===== config.mk =====
export PLATFORM = sky130hd
export DESIGN_NAME = mem_writeback_top
export DESIGN_NICKNAME = d
export VERILOG_FILES = /design/src/rtl/mem_writeback_top.sv
export SDC_FILE = /design/constraint.sdc
export NUM_CORES = 1
export LEC_CHECK = 0
export ABC_AREA = 1
export CAP_MARGIN = 20
export CORE_MARGIN = 2
export CORE_UTILIZATION = 43
export DETAILED_ROUTE_END_ITERATION = 8
export PLACE_DENSITY = 0.85
export SLEW_MARGIN = 5
export SYNTH_ARGS = -nofsm -noshare
export SYNTH_HDL_FRONTEND = slang
export SYNTH_SLANG_ARGS = --single-unit

===== constraint.sdc =====
create_clock -name clk -period 8.5 [get_ports clk]
set_input_delay 0.85 -clock clk [delete_from_list [all_inputs] [get_ports clk]]
set_output_delay 0.85 -clock clk [all_outputs]
set_load 0.005 [all_outputs]

===== src/rtl/mem_writeback_top.sv =====
// mem_writeback_top: MEM and WB stages of the pipeline.
// Holds the EX/MEM and MEM/WB registers, runs the data-memory handshake,
// does load/store lane steering, and stalls the front end while an access
// is outstanding.
//
// ex_control layout: [6] reg_write, [5] mem_read, [4] mem_write,
//                    [3] mem_to_reg, [2:0] funct3.
//
// Handshake: dmem_req stays high, with addr/we/wdata/be stable, until an
// edge where dmem_ready is also high; that edge completes the transfer and
// dmem_rdata is taken from the same cycle.
//
// Optional feature: define MEM_ACCESS_TIMEOUT_EN to abort an access that
// has waited TIMEOUT_CYCLES cycles (fault pulse, bubble retired).
module mem_writeback_top #(
   parameter int TIMEOUT_CYCLES = 16
) (
   input  logic        clk,
   input  logic        reset,
   input  logic        ex_valid,
   input  logic [6:0]  ex_control,
   input  logic [4:0]  ex_rd_id,
   input  logic [31:0] ex_alu_data,
   input  logic [31:0] ex_memory_data,
   output logic        mem_stall,
   output logic        dmem_req,
   output logic        dmem_we,
   output logic [31:0] dmem_addr,
   output logic [31:0] dmem_wdata,
   output logic [3:0]  dmem_be,
   input  logic        dmem_ready,
   input  logic [31:0] dmem_rdata,
   output logic        write_en,
   output logic [4:0]  write_id,
   output logic [31:0] write_data,
   output logic [31:0] mem_forward_data,
   output logic [31:0] wb_forward_data,
   output logic        mem_fault,
   output logic        fsm_state
);

   typedef enum logic {IDLE = 1'b0, WAIT = 1'b1} state_t;

   state_t      state;
   logic        em_valid, em_reg_write, em_mem_read, em_mem_write, em_mem_to_reg;
   logic [2:0]  em_funct3;
   logic [4:0]  em_rd;
   logic [31:0] em_alu, em_store;

   logic        mem_op, misaligned, access_fault, timeout_hit;
   logic [3:0]  lane_be;
   logic [31:0] lane_wdata, load_ext;
   logic [7:0]  lane_byte;
   logic [15:0] lane_half;

`ifdef MEM_ACCESS_TIMEOUT_EN
   logic [7:0] wait_cnt;
   assign timeout_hit = (state == WAIT) && (wait_cnt == 8'(TIMEOUT_CYCLES - 1));
`else
   assign timeout_hit = 1'b0;
`endif

   assign mem_op       = em_valid & (em_mem_read | em_mem_write);
   assign access_fault = mem_op & (misaligned | timeout_hit);
   // A faulting entry retires immediately, so it never holds the stall.
   assign dmem_req     = mem_op & ~misaligned & ~timeout_hit;
   assign mem_stall    = mem_op & ~(dmem_req & dmem_ready) & ~access_fault;
   assign mem_fault    = access_fault;
   assign fsm_state    = state;

   // Memory-side outputs are zero whenever no request is presented.
   assign dmem_we    = dmem_req & em_mem_write;
   assign dmem_addr  = dmem_req ? {em_alu[31:2], 2'b00} : 32'd0;
   assign dmem_be    = dmem_req ? lane_be : 4'd0;
   assign dmem_wdata = dmem_req ? lane_wdata : 32'd0;

   assign mem_forward_data = em_alu;
   assign wb_forward_data  = write_data;

   // Access size from funct3[1:0]: alignment check, byte enables, store data.
   always_comb begin
      misaligned = 1'b0;
      lane_be    = 4'b1111;
      lane_wdata = em_store;
      case (em_funct3[1:0])
         2'b00: begin
            lane_be    = 4'b0001 << em_alu[1:0];
            lane_wdata = {4{em_store[7:0]}};
         end
         2'b01: begin
            misaligned = em_alu[0];
            lane_be    = 4'b0011 << em_alu[1:0];
            lane_wdata = {2{em_store[15:0]}};
         end
         default: begin
            misaligned = |em_alu[1:0];
         end
      endcase
   end

   // Load lane selection and sign/zero extension.
   always_comb begin
      case (em_alu[1:0])
         2'b00:   lane_byte = dmem_rdata[7:0];
         2'b01:   lane_byte = dmem_rdata[15:8];
         2'b10:   lane_byte = dmem_rdata[23:16];
         default: lane_byte = dmem_rdata[31:24];
      endcase
      lane_half = em_alu[1] ? dmem_rdata[31:16] : dmem_rdata[15:0];
      case (em_funct3)
         3'd0:    load_ext = {{24{lane_byte[7]}}, lane_byte};
         3'd1:    load_ext = {{16{lane_half[15]}}, lane_half};
         3'd4:    load_ext = {24'd0, lane_byte};
         3'd5:    load_ext = {16'd0, lane_half};
         default: load_ext = dmem_rdata;
      endcase
   end

   // EX/MEM register: captures the execute bundle whenever not stalled.
   always_ff @(posedge clk or posedge reset) begin
      if (reset) begin
         em_valid      <= 1'b0;
         em_reg_write  <= 1'b0;
         em_mem_read   <= 1'b0;
         em_mem_write  <= 1'b0;
         em_mem_to_reg <= 1'b0;
         em_funct3     <= 3'd0;
         em_rd         <= 5'd0;
         em_alu        <= 32'd0;
         em_store      <= 32'd0;
      end else if (!mem_stall) begin
         em_valid      <= ex_valid;
         em_reg_write  <= ex_control[6];
         em_mem_read   <= ex_control[5];
         em_mem_write  <= ex_control[4];
         em_mem_to_reg <= ex_control[3];
         em_funct3     <= ex_control[2:0];
         em_rd         <= ex_rd_id;
         em_alu        <= ex_alu_data;
         em_store      <= ex_memory_data;
      end
   end

   // Handshake FSM: IDLE issues, WAIT holds the request until ready (or timeout).
   always_ff @(posedge clk or posedge reset) begin
      if (reset) begin
         state <= IDLE;
`ifdef MEM_ACCESS_TIMEOUT_EN
         wait_cnt <= 8'd0;
`endif
      end else begin
         case (state)
            IDLE:    if (dmem_req && !dmem_ready) state <= WAIT;
            default: if (dmem_ready || timeout_hit) state <= IDLE;
         endcase
`ifdef MEM_ACCESS_TIMEOUT_EN
         if (state == WAIT && !dmem_ready && !timeout_hit)
            wait_cnt <= wait_cnt + 8'd1;
         else
            wait_cnt <= 8'd0;
`endif
      end
   end

   // MEM/WB register: retires the entry when it completes, bubbles otherwise.
   always_ff @(posedge clk or posedge reset) begin
      if (reset) begin
         write_en   <= 1'b0;
         write_id   <= 5'd0;
         write_data <= 32'd0;
      end else if (mem_stall) begin
         write_en <= 1'b0;
      end else begin
         write_en <= em_valid & em_reg_write & (em_rd != 5'd0) & ~access_fault;
         if (em_valid && !access_fault) begin
            write_id   <= em_rd;
            write_data <= em_mem_to_reg ? load_ext : em_alu;
         end
      end
   end

endmodule

==> impl_metrics.csv <==
group,metric,value,unit
run_status,outcome,"finished clean",
placement,gp_congestion,0.886,
clock_network,clk_pin_slew_worst_paths,0.05,ns
clock_network,cts_buffers,17,
clock_network,cts_htree_levels,4,
layout,most_common_cell_after_layout_fill_and_taps_aside,"sky130_fd_sc_hd__nand2_1",
floorplanning,die_area,15600,sq um
run,drv.max_cap_violation_count,0,
synth,syn-cell-area,6300,sq um
synth,synth_area_leader_cell,"sky130_fd_sc_hd__dfrtp_1",
routing,detail_route.first_pass.iterations,7,
sta,grt_setup_unrepaired,"no",
sta,finalHoldViolCount,0,
sta,finalSetupViolCount,0,
sta,fin_crit_sh,0.516,
sta,timing_worst_slew_pin_value,1.05,ns
layout,finish.instance_area,9430,sq um
synth,post_synth_inst_count,873,
global_routing,grt.total_usage,0.271,
floorplanning,boundaryPins,287,
placement,placedInstanceArea,8860,sq um
routing,drt-wirelength-per-cell,16.7,um
setup_path,worst_ep_required_time,7.65,ns
global_routing,vias_in_the_first_global_route,6166,
setup_path,reg2reg_from,"mem_forward_data[1]",
routing,routed_wl,21500,um
floorplanning,die_y,125,um
routing,routed_via_density,5.03,
setup_path,worstSetupEndpointType,"output port",
sta,maxClockFrequency,0.228,GHz
floorplanning,initial_core_util,0.437,
routing,overall_via_count_from_detail_route,6495,
sta,hold-worst-slack,0.483,ns
synth,synth_top_cells_by_area,"sky130_fd_sc_hd__dfrtp_1 (46%), sky130_fd_sc_hd__nand2_1 (21%), sky130_fd_sc_hd__nor2_1 (5.0%)",
global_routing,maximum_number_of_pins_on_one_net_before_global_route_repair,85,
power,power.density,227,nW/um^2
layout,utilization_after_layout,0.653,
setup_path,start_kind,"flop",
setup_path,worst_r2r_endpoint,"mem_forward_data[29]",
clock_network,postCtsSetupRepairBufs,0,
clock_network,post_cts_resized,0,
clock_network,clock-root-buffer,"sky130_fd_sc_hd__clkbuf_16",
synth,avgSynthCellArea,7.21,sq um
layout,post_route_cells_drive_above_1_share,0.0461,
floorplanning,core_area,14400,sq um
synth,post-synth-top-area-fraction,0.461,
setup_path,endpoint,"dmem_wdata[13]",
floorplanning,rows,44,
synth,ys.warnings.count,0,
setup_path,crit_type,"flop to output port",
global_routing,grt_pass1_wl,33400,um
synth,synth.distinct_cells,27,
setup_path,startpoint,"em_funct3[1]",
sta,skew,0.00827,ns
sta,drv_slew,0,
worst_hold_path,worstHoldPathType,"flop to flop",
layout,nNetsFinal,1208,
clock_network,clock-sinks,116,
setup_path,worstRegToRegCells,10,
clock_network,worstSkewPairLatency,0.41,ns
sta,max-slew-margin-rel,0.299,
setup_path,r2r_setup_slack,4.95,ns
sta,setup_tns,0,ns
placement,port-buffer-count,284,
layout,areaGrowthSynthToFinish,49.7,%
setup_path,worstPathMaxFanout,46,
synth,synth_seq_cells,116,
setup_path,arrival_time_reported_for_the_critical_path_endpoint,3.54,ns
clock_network,tritoncts_clock_tree,"yes",
clock_network,cts.path.max_buffers,2,
routing,drc_errors,0,
routing,postRouteAntennaNets,0,
placement,detailedPlacementHpwl,15300,um
sta,min_period,4.39,ns
power,ir_worst_vdd,0.125,mV
floorplanning,die_x,125,um
global_routing,grt.overflow.total,0,
layout,most-common-layout-cells,"sky130_fd_sc_hd__nand2_1 (346), sky130_fd_sc_hd__clkdlybuf4s50_1 (284), sky130_fd_sc_hd__dfrtp_1 (115)",
synth,ys_seq_area_frac,0.461,
layout,antenna_diodes,0,
routing,detailedRoute.firstIterationViolations,574,
clock_network,cts-hold-fix-buffers,0,
power,total_leakage_power,4.58,nW
global_routing,grt_antenna_before_repair,0,
==> per-layer routing <==
metal	up-vias	routed length (um)	global-route usage
met5	-	0	0
met4	0	513	0.0967
met3	39	1670	0.0719
met2	318	10500	0.446
met1	2995	8890	0.346
li1	3143	-	-
==> kinds of logic (layout without fill, tap and decap cells) <==
family / count (synthesis) / count (layout) / share of synthesized area
other: 1 / 2 / 0.000596
AO/OA/AOI/OAI: 116 / 116 / 0.0998
buffers and inverters: 147 / 379 / 0.124
flip-flops: 116 / 116 / 0.461
AND/OR/NAND/NOR: 493 / 493 / 0.314
==> through the flow <==
| stage | power [W] | setup WS, ns | instances |
|---|---|---|---|
| floorplan | 0.00107 | 4.58 | 874 |
| global placement | 0.00144 | 4.69 | 1261 |
| detailed placement | 0.00145 | 4.59 | 1261 |
| CTS | 0.00215 | 4.09 | 1290 |
| global route | 0.00225 | 3.86 | 1290 |
| finish | 0.00214 | 4.11 | 1290 |
==> report_power, final <==
part | switching (W) | leakage (nW) | internal (W)
Clock | 0.000240 | 0.282 | 0.000456
Sequential | 0.0000910 | 1.39 | 0.000649
Combinational | 0.000318 | 2.91 | 0.000389
==> critical path, cell delays in order (launching register included) <==
cell and delay, ns:
sky130_fd_sc_hd__dfrtp_2 0.71, sky130_fd_sc_hd__inv_1 0.69, sky130_fd_sc_hd__nand2_1 0.20, sky130_fd_sc_hd__inv_1 0.58
sky130_fd_sc_hd__nor2_1 0.08, sky130_fd_sc_hd__a211oi_1 0.28, sky130_fd_sc_hd__clkdlybuf4s50_1 0.55
==> worst min path at each step <==
| stage | slack, ns | start | to | depth (start not counted) |
|---|---|---|---|---|
| finish | 0.48 | em_store[20] | em_store[20] | 2 |
| global route | 0.50 | em_store[16] | em_store[16] | 2 |
| floorplan | 0.45 | em_store[16] | em_store[16] | 2 |
| CTS | 0.48 | em_store[16] | em_store[16] | 2 |
| global placement | 0.46 | em_store[21] | em_store[21] | 2 |
| detailed placement | 0.47 | em_store[25] | em_store[25] | 2 |
==> final cells by class <==
class | count | area (sq um)
well taps | 184 | 230
inverters | 62 | 238
clock buffers | 24 | 492
clock inverters | 5 | 75.1
flip-flops and latches | 116 | 2900
multi-input cells | 611 | 2610
repair buffers | 288 | 2870
fillers | 1199 | 5000
==> Yosys cell counts <==
cell	count
sky130_fd_sc_hd__nor2_4	2
sky130_fd_sc_hd__or2_2	1
sky130_fd_sc_hd__clkbuf_2	1
sky130_fd_sc_hd__a211oi_1	14
sky130_fd_sc_hd__nand3_1	50
sky130_fd_sc_hd__dfrtp_1	116
sky130_fd_sc_hd__nand2_2	6
sky130_fd_sc_hd__nor4_1	1
sky130_fd_sc_hd__buf_4	41
sky130_fd_sc_hd__buf_2	17
sky130_fd_sc_hd__o22ai_1	8
sky130_fd_sc_hd__nand2_1	346
sky130_fd_sc_hd__clkbuf_1	17
sky130_fd_sc_hd__inv_4	1
sky130_fd_sc_hd__nor2_1	84
sky130_fd_sc_hd__buf_6	7
sky130_fd_sc_hd__conb_1	1
sky130_fd_sc_hd__inv_2	6
sky130_fd_sc_hd__nor2_8	1
sky130_fd_sc_hd__o21ai_0	39
sky130_fd_sc_hd__a21boi_0	1
sky130_fd_sc_hd__buf_1	2
sky130_fd_sc_hd__nand2_4	1
sky130_fd_sc_hd__nand3_2	1
sky130_fd_sc_hd__o21ai_1	10
sky130_fd_sc_hd__inv_1	55
sky130_fd_sc_hd__a21oi_1	44
(Power assumes the default switching activity.)
==> patch 1, RTL diff (same flow settings) <==
Register the output `mem_fault`, with the module's reset; this adds one clock of latency there. The other outputs are not delayed to match.
--- a/src/rtl/mem_writeback_top.sv
+++ b/src/rtl/mem_writeback_top.sv
@@ -65,7 +65,13 @@
    // A faulting entry retires immediately, so it never holds the stall.
    assign dmem_req     = mem_op & ~misaligned & ~timeout_hit;
    assign mem_stall    = mem_op & ~(dmem_req & dmem_ready) & ~access_fault;
-   assign mem_fault    = access_fault;
+   always_ff @(posedge clk or posedge reset) begin
+      if (reset) begin
+         mem_fault <= '0;
+      end else begin
+         mem_fault <= access_fault;
+      end
+   end
    assign fsm_state    = state;
 
    // Memory-side outputs are zero whenever no request is presented.
Formal check against the unedited RTL: not equivalent (Yosys sat finds a counterexample within 4 cycles, from zero or initial values and one cycle with reset high).
==> patch 1 against the original RTL <==
  * Synthesized area shrank 0.70%
  * Setup slack gained 180 ps
  * Sequential cell count grew 1
  * Non-clock buffer count is the same
  * Clock skew shrank 0.58 ps
  * First-iteration DRC count shrank 16%
  * Routed wire length shrank 1.9%
  * Synthesized cell count grew 0.46%
  * Total power shrank 2.0%
  * Final area shrank 0.17%
==> patch 1: results (changes against the original RTL) <==
Parameter                              Value

Setup path
  Capturing point of the worst reg2reg path    wb_forward_data[20]
  Data arrival, critical path    3350 ps (-190 ps)
  Reg-to-reg startpoint    em_funct3[1]
  Worst-path cell with the longest stage delay    dfrtp_1
  R2R cell count    9 (-1)
  Critical path's largest stage delay    630 ps (-80 ps)
  Setup slack on the worst flop-to-flop path    5020 ps (+70 ps)
  CP max FO    53 (+15%)
  Critical Path End    dmem_wdata[15]

Global route
  Total routing usage reported by global routing    27.3% (+0.21 points)
  Global-route wire length before repair    33300 um (-0.16%)
  Largest net degree at the start of global routing    75 (-12%)
  Met3 Usage GRT    6.66% (-0.53 points)
  Met1 track utilization from global routing    33.9% (-0.69 points)
  Number of antenna violations at the first check in global routing    3 (+3)
  Met2 usage in global routing    44.6% (about the same)

Place
  Final weighted congestion in routability-driven placement    0.940 (+6.2%)
  Post-Place Worst Slack    4780 ps (+195 ps)
  Dpl cell area    8850 sq um (about the same)

Power
  Cell-internal power    1.45 mW (-2.9%)
  Max VDD drop    0.144 mV (+15%)
  Leak Pwr    4.60 nW (+0.33%)

Clock tree
  Clock Pin Slew Worst Setup and Hold Paths    60 ps
  Number of buffers added by the clock tree synthesis step    17 (unchanged)
  Root Buffer    clkbuf_16

Drt
  Post-detailed-routing wire length    21100 um (-1.9%)
  Number of vias in the routed layout    6527 (+0.49%)
  Total routed wire length on the met1 layer    8740 um (-1.7%)
  Routed length on met3    1350 um (-19%)
  Number of detailed-routing iterations run before antenna repair    5 (-2)

Min path
  Endpoint with the worst hold slack    write_id[2]
  Hold path start    write_id[2]

Status
  Run status    completed

STA
  Relative max-transition margin    30.0% (+0.12 points)
  Worst hold slack after final layout    473 ps (-9.38 ps)
  Worst clock skew    7.69 ps (-0.583 ps)

Yosys
  Dominant cells by area after synthesis    dfrtp_1 47%, nand2_1 21%, nor2_1 5.9%
  Most instantiated cells after synthesis    349 x nand2_1, 117 x dfrtp_1, 98 x nor2_1, 54 x inv_1, 50 x nand3_1
  Share of synthesized area occupied by flip-flops and latches    46.8% (+0.72 points)

Final layout
  Proportion of layout cells with a drive suffix above 1    4.57% (-0.045 points)
  Filler cell count    1216 (+1.4%)
  Total Nets Final    1216 (+0.66%)
[patch 1: power groups by stage]
stage	combinational, mW	clock (mW)	sequential, mW
final	0.697	0.660	0.740
after global routing	0.763	0.698	0.755
after CTS	0.702	0.671	0.740
after detailed placement	0.697	0	0.746
after global placement	0.688	0	0.744
after floorplan	0.344	0	0.728
[patch 1: per-stage QoR]
step	instances	utilization [%]
floorplan	878	-
global placement	1269	61.6
detailed placement	1269	61.6
CTS	1301	65.4
global route	1304	65.5
finish	1304	65.5
[patch 1: final cells by class]
cell class / instances / area share, %
sequential: 117 / 31.1
timing repair buffer: 288 / 30.5
multi-input combinational: 618 / 27.4
clock buffer: 24 / 5.33
inverter: 62 / 2.53
tap: 184 / 2.45
clock inverter: 8 / 0.519
antenna: 3 / 0.0798
[patch 1: cell families (layout without fill, tap and decap cells)]
family          Yosys count  in the layout  synth area share, %
simple gates            507            507                 32.3
buf+inv                 143            382                 11.9
flops                   117            117                 46.8
compound gates          109            109                 8.93
other cells               1              5               0.0600
==> patch 2, RTL diff (same settings) <==
Without the edit above. Build with the macro `MEM_ACCESS_TIMEOUT_EN` defined.
--- a/src/rtl/mem_writeback_top.sv
+++ b/src/rtl/mem_writeback_top.sv
@@ -12,6 +12,8 @@
 //
 // Optional feature: define MEM_ACCESS_TIMEOUT_EN to abort an access that
 // has waited TIMEOUT_CYCLES cycles (fault pulse, bubble retired).
+`define MEM_ACCESS_TIMEOUT_EN
+
 module mem_writeback_top #(
    parameter int TIMEOUT_CYCLES = 16
 ) (
Formal check against the unedited RTL: same outputs for any inputs over 10 cycles, from zero or initial values and one cycle with reset high; that may be too few to reach the edited logic, so the function may still have changed.
==> patch 2 against the original RTL <==
  * Final area grew 5.1%
  * Clock skew fell by 2.9 ps
  * Critical path depth up 1
  * Non-clock buffer count unchanged
  * Synthesized area grew 6.7%
  * Routed wire length increased by 4.3%
  * Setup slack got worse by 290 ps
  * Total power rose by 2.5%
  * Clock power increased by 2%
  * Sequential cell count increased by 8
  * Core utilization fell by 0.42 points
==> patch 2: results (changes against the original RTL) <==
Parameter                              Value

Power
  Cell-internal power    1.53 mW (+2.4%)
  Max VDD drop    0.133 mV (+6.0%)
  Switching pwr    0.667 mW (+2.9%)
  Leak Pwr    4.88 nW (+6.4%)
  Combinational group power    0.701 mW (-0.7%)
  Group drawing the most power    sequential cells
  Clock Power    0.713 mW (+2%)

Place
  Final weighted congestion in routability-driven placement    0.856 (-3.3%)
  PortBufs    284 (unchanged)
  Final HPWL DP    16100 um (+5.1%)

Clock tree
  Number of buffers added by the clock tree synthesis step    17 (unchanged)
  Root Buffer    clkbuf_16
  Clock Tree Buf Depth    2 (unchanged)
  Post-CTS setup buffer count    0 (unchanged)
  Clock Pin Slew Worst Setup and Hold Paths    50 ps (about the same)
  Clock Latency Late Sink    410 ps (about the same)
  Number of H-tree levels    4 (unchanged)
  PostCTS Resize Cnt    0 (unchanged)

STA
  Total negative slack for setup checks    0 ps (unchanged)
  Worst clock skew    5.41 ps (-2.86 ps)
  Relative max-transition margin    35.1% (+5.2 points)

Yosys
  Complex-gate fraction of the synthesized area    8.51% (-1.5 points)
  Most instantiated cells after synthesis    396 x nand2_1, 124 x dfrtp_1, 105 x nor2_1, 64 x inv_1, 52 x o21ai_1
  Count of distinct cell types in the synthesized netlist    32 (+19%)
  Dominant register cell in the synthesized netlist    dfrtp_1
  Arithmetic-cell share of the synthesized area counting full adders, half adders and majority gates    0.186% (+0.19 points)
  Share of synthesized area occupied by flip-flops and latches    46.2% (+0.095 points)
  Dominant cells by area after synthesis    dfrtp_1 46%, nand2_1 22%, nor2_1 5.9%
  Fraction of post-synthesis cell area in the top cell type by area    46.2% (+0.095 points)
  Multiplexer fraction of the synthesized cell area    0% (unchanged)
  Xor and xnor area share after synthesis    0.261% (+0.26 points)

Setup path
  Critical path's largest stage delay    1010 ps (+300 ps)
  CP max FO    55 (+20%)
  R2R cell count    9 (-1)
  Data arrival, critical path    3820 ps (+280 ps)
  Kind of cell adding the most delay to the critical path    buffers and inverters
  Worst-path cell with the longest stage delay    dfrtp_2

Min path
  Min-Delay Path Depth    1 (-1)
  Class of the tightest hold or removal check    reg2reg

Drt
  Number of detailed-routing iterations run before antenna repair    8 (+1)
  Number of vias in the routed layout    6967 (+7.3%)
  Post-detailed-routing wire length    22400 um (+4.3%)
  Starting DRC count in detailed routing    561 (-2.3%)
  Remaining number of nets flagged by the antenna check after routing    0 (unchanged)

Final layout
  Filler cell count    1303 (+8.7%)
  Antenna diode instance count    0 (unchanged)
  Total Nets Final    1285 (+6.4%)
  Proportion of layout cells with a drive suffix above 1    4.23% (-0.38 points)

Global route
  Largest net degree at the start of global routing    77 (-9.4%)
  Number of antenna violations at the first check in global routing    0 (unchanged)
  Total routing usage reported by global routing    26.9% (-0.14 points)
  Global-route wire length before repair    34400 um (+3.3%)
  Number of global-route vias before repair    6664 (+8.1%)

Job
  Count of max-cap constraint violations    0 (unchanged)

Status
  Run status    completed
## patch 2: changes by cell type in the layout (fill, tap and decap cells not counted), moves of 3 or more
| cell | delta |
|---|---|
| nand2_2 | -3 |
| a21oi_1 | -12 |
| o21ai_1 | +42 |
| inv_1 | +9 |
| nor3_1 | +5 |
| nor2_1 | +21 |
| nand3_1 | -18 |
| nand2_1 | +50 |
| o21ai_0 | -21 |
| nor3b_1 | +4 |
| dfrtp_1 | +8 |
| a211oi_1 | -14 |
## patch 2: worst paths after layout
kind	from	endpoint	slack (ps)
min in group asynchronous	reset	mem_forward_data[3]	920
worst min register to register	wait_cnt[0]	wait_cnt[0]	460
worst min-delay path	wait_cnt[0]	wait_cnt[0]	460
worst max-delay path	em_funct3[1]	mem_stall	3830
max in group asynchronous	reset	em_funct3[1]	6180
worst max register to register	mem_forward_data[1]	write_id[3]	4890
## patch 2: stage by stage
stage | instance area (sq um) | instances | util [%] | setup slack [ps]
after floorplan | 6720 | 949 | - | 4350
after global placement | 9330 | 1364 | 61.2 | 4310
after detailed placement | 9330 | 1364 | 61.2 | 4250
after CTS | 9910 | 1393 | 64.9 | 3800
after global routing | 9910 | 1393 | 64.9 | 3510
final | 9910 | 1393 | 64.9 | 3830
## patch 2: area by class of cell
cell class                 count  area [sq um]  share of cell area (%)
timing repair buffer         288          2870                    29.0
tap                          211           264                    2.66
clock buffer                  22           484                    4.89
multi-input combinational    669          2820                    28.4
sequential                   124          3100                    31.3
clock inverter                 7          90.1                   0.909
inverter                      72           275                    2.78
## patch 2: metal layers
| layer | routed length [um] | GRT usage, % | part of all wire (%) |
|---|---|---|---|
| met2 | 11200 | 46.0 | 50 |
| met3 | 1640 | 6.86 | 7.3 |
| met5 | 0 | 0 | 0 |
| met1 | 8910 | 32.5 | 40 |
| met4 | 665 | 11.2 | 3.0 |
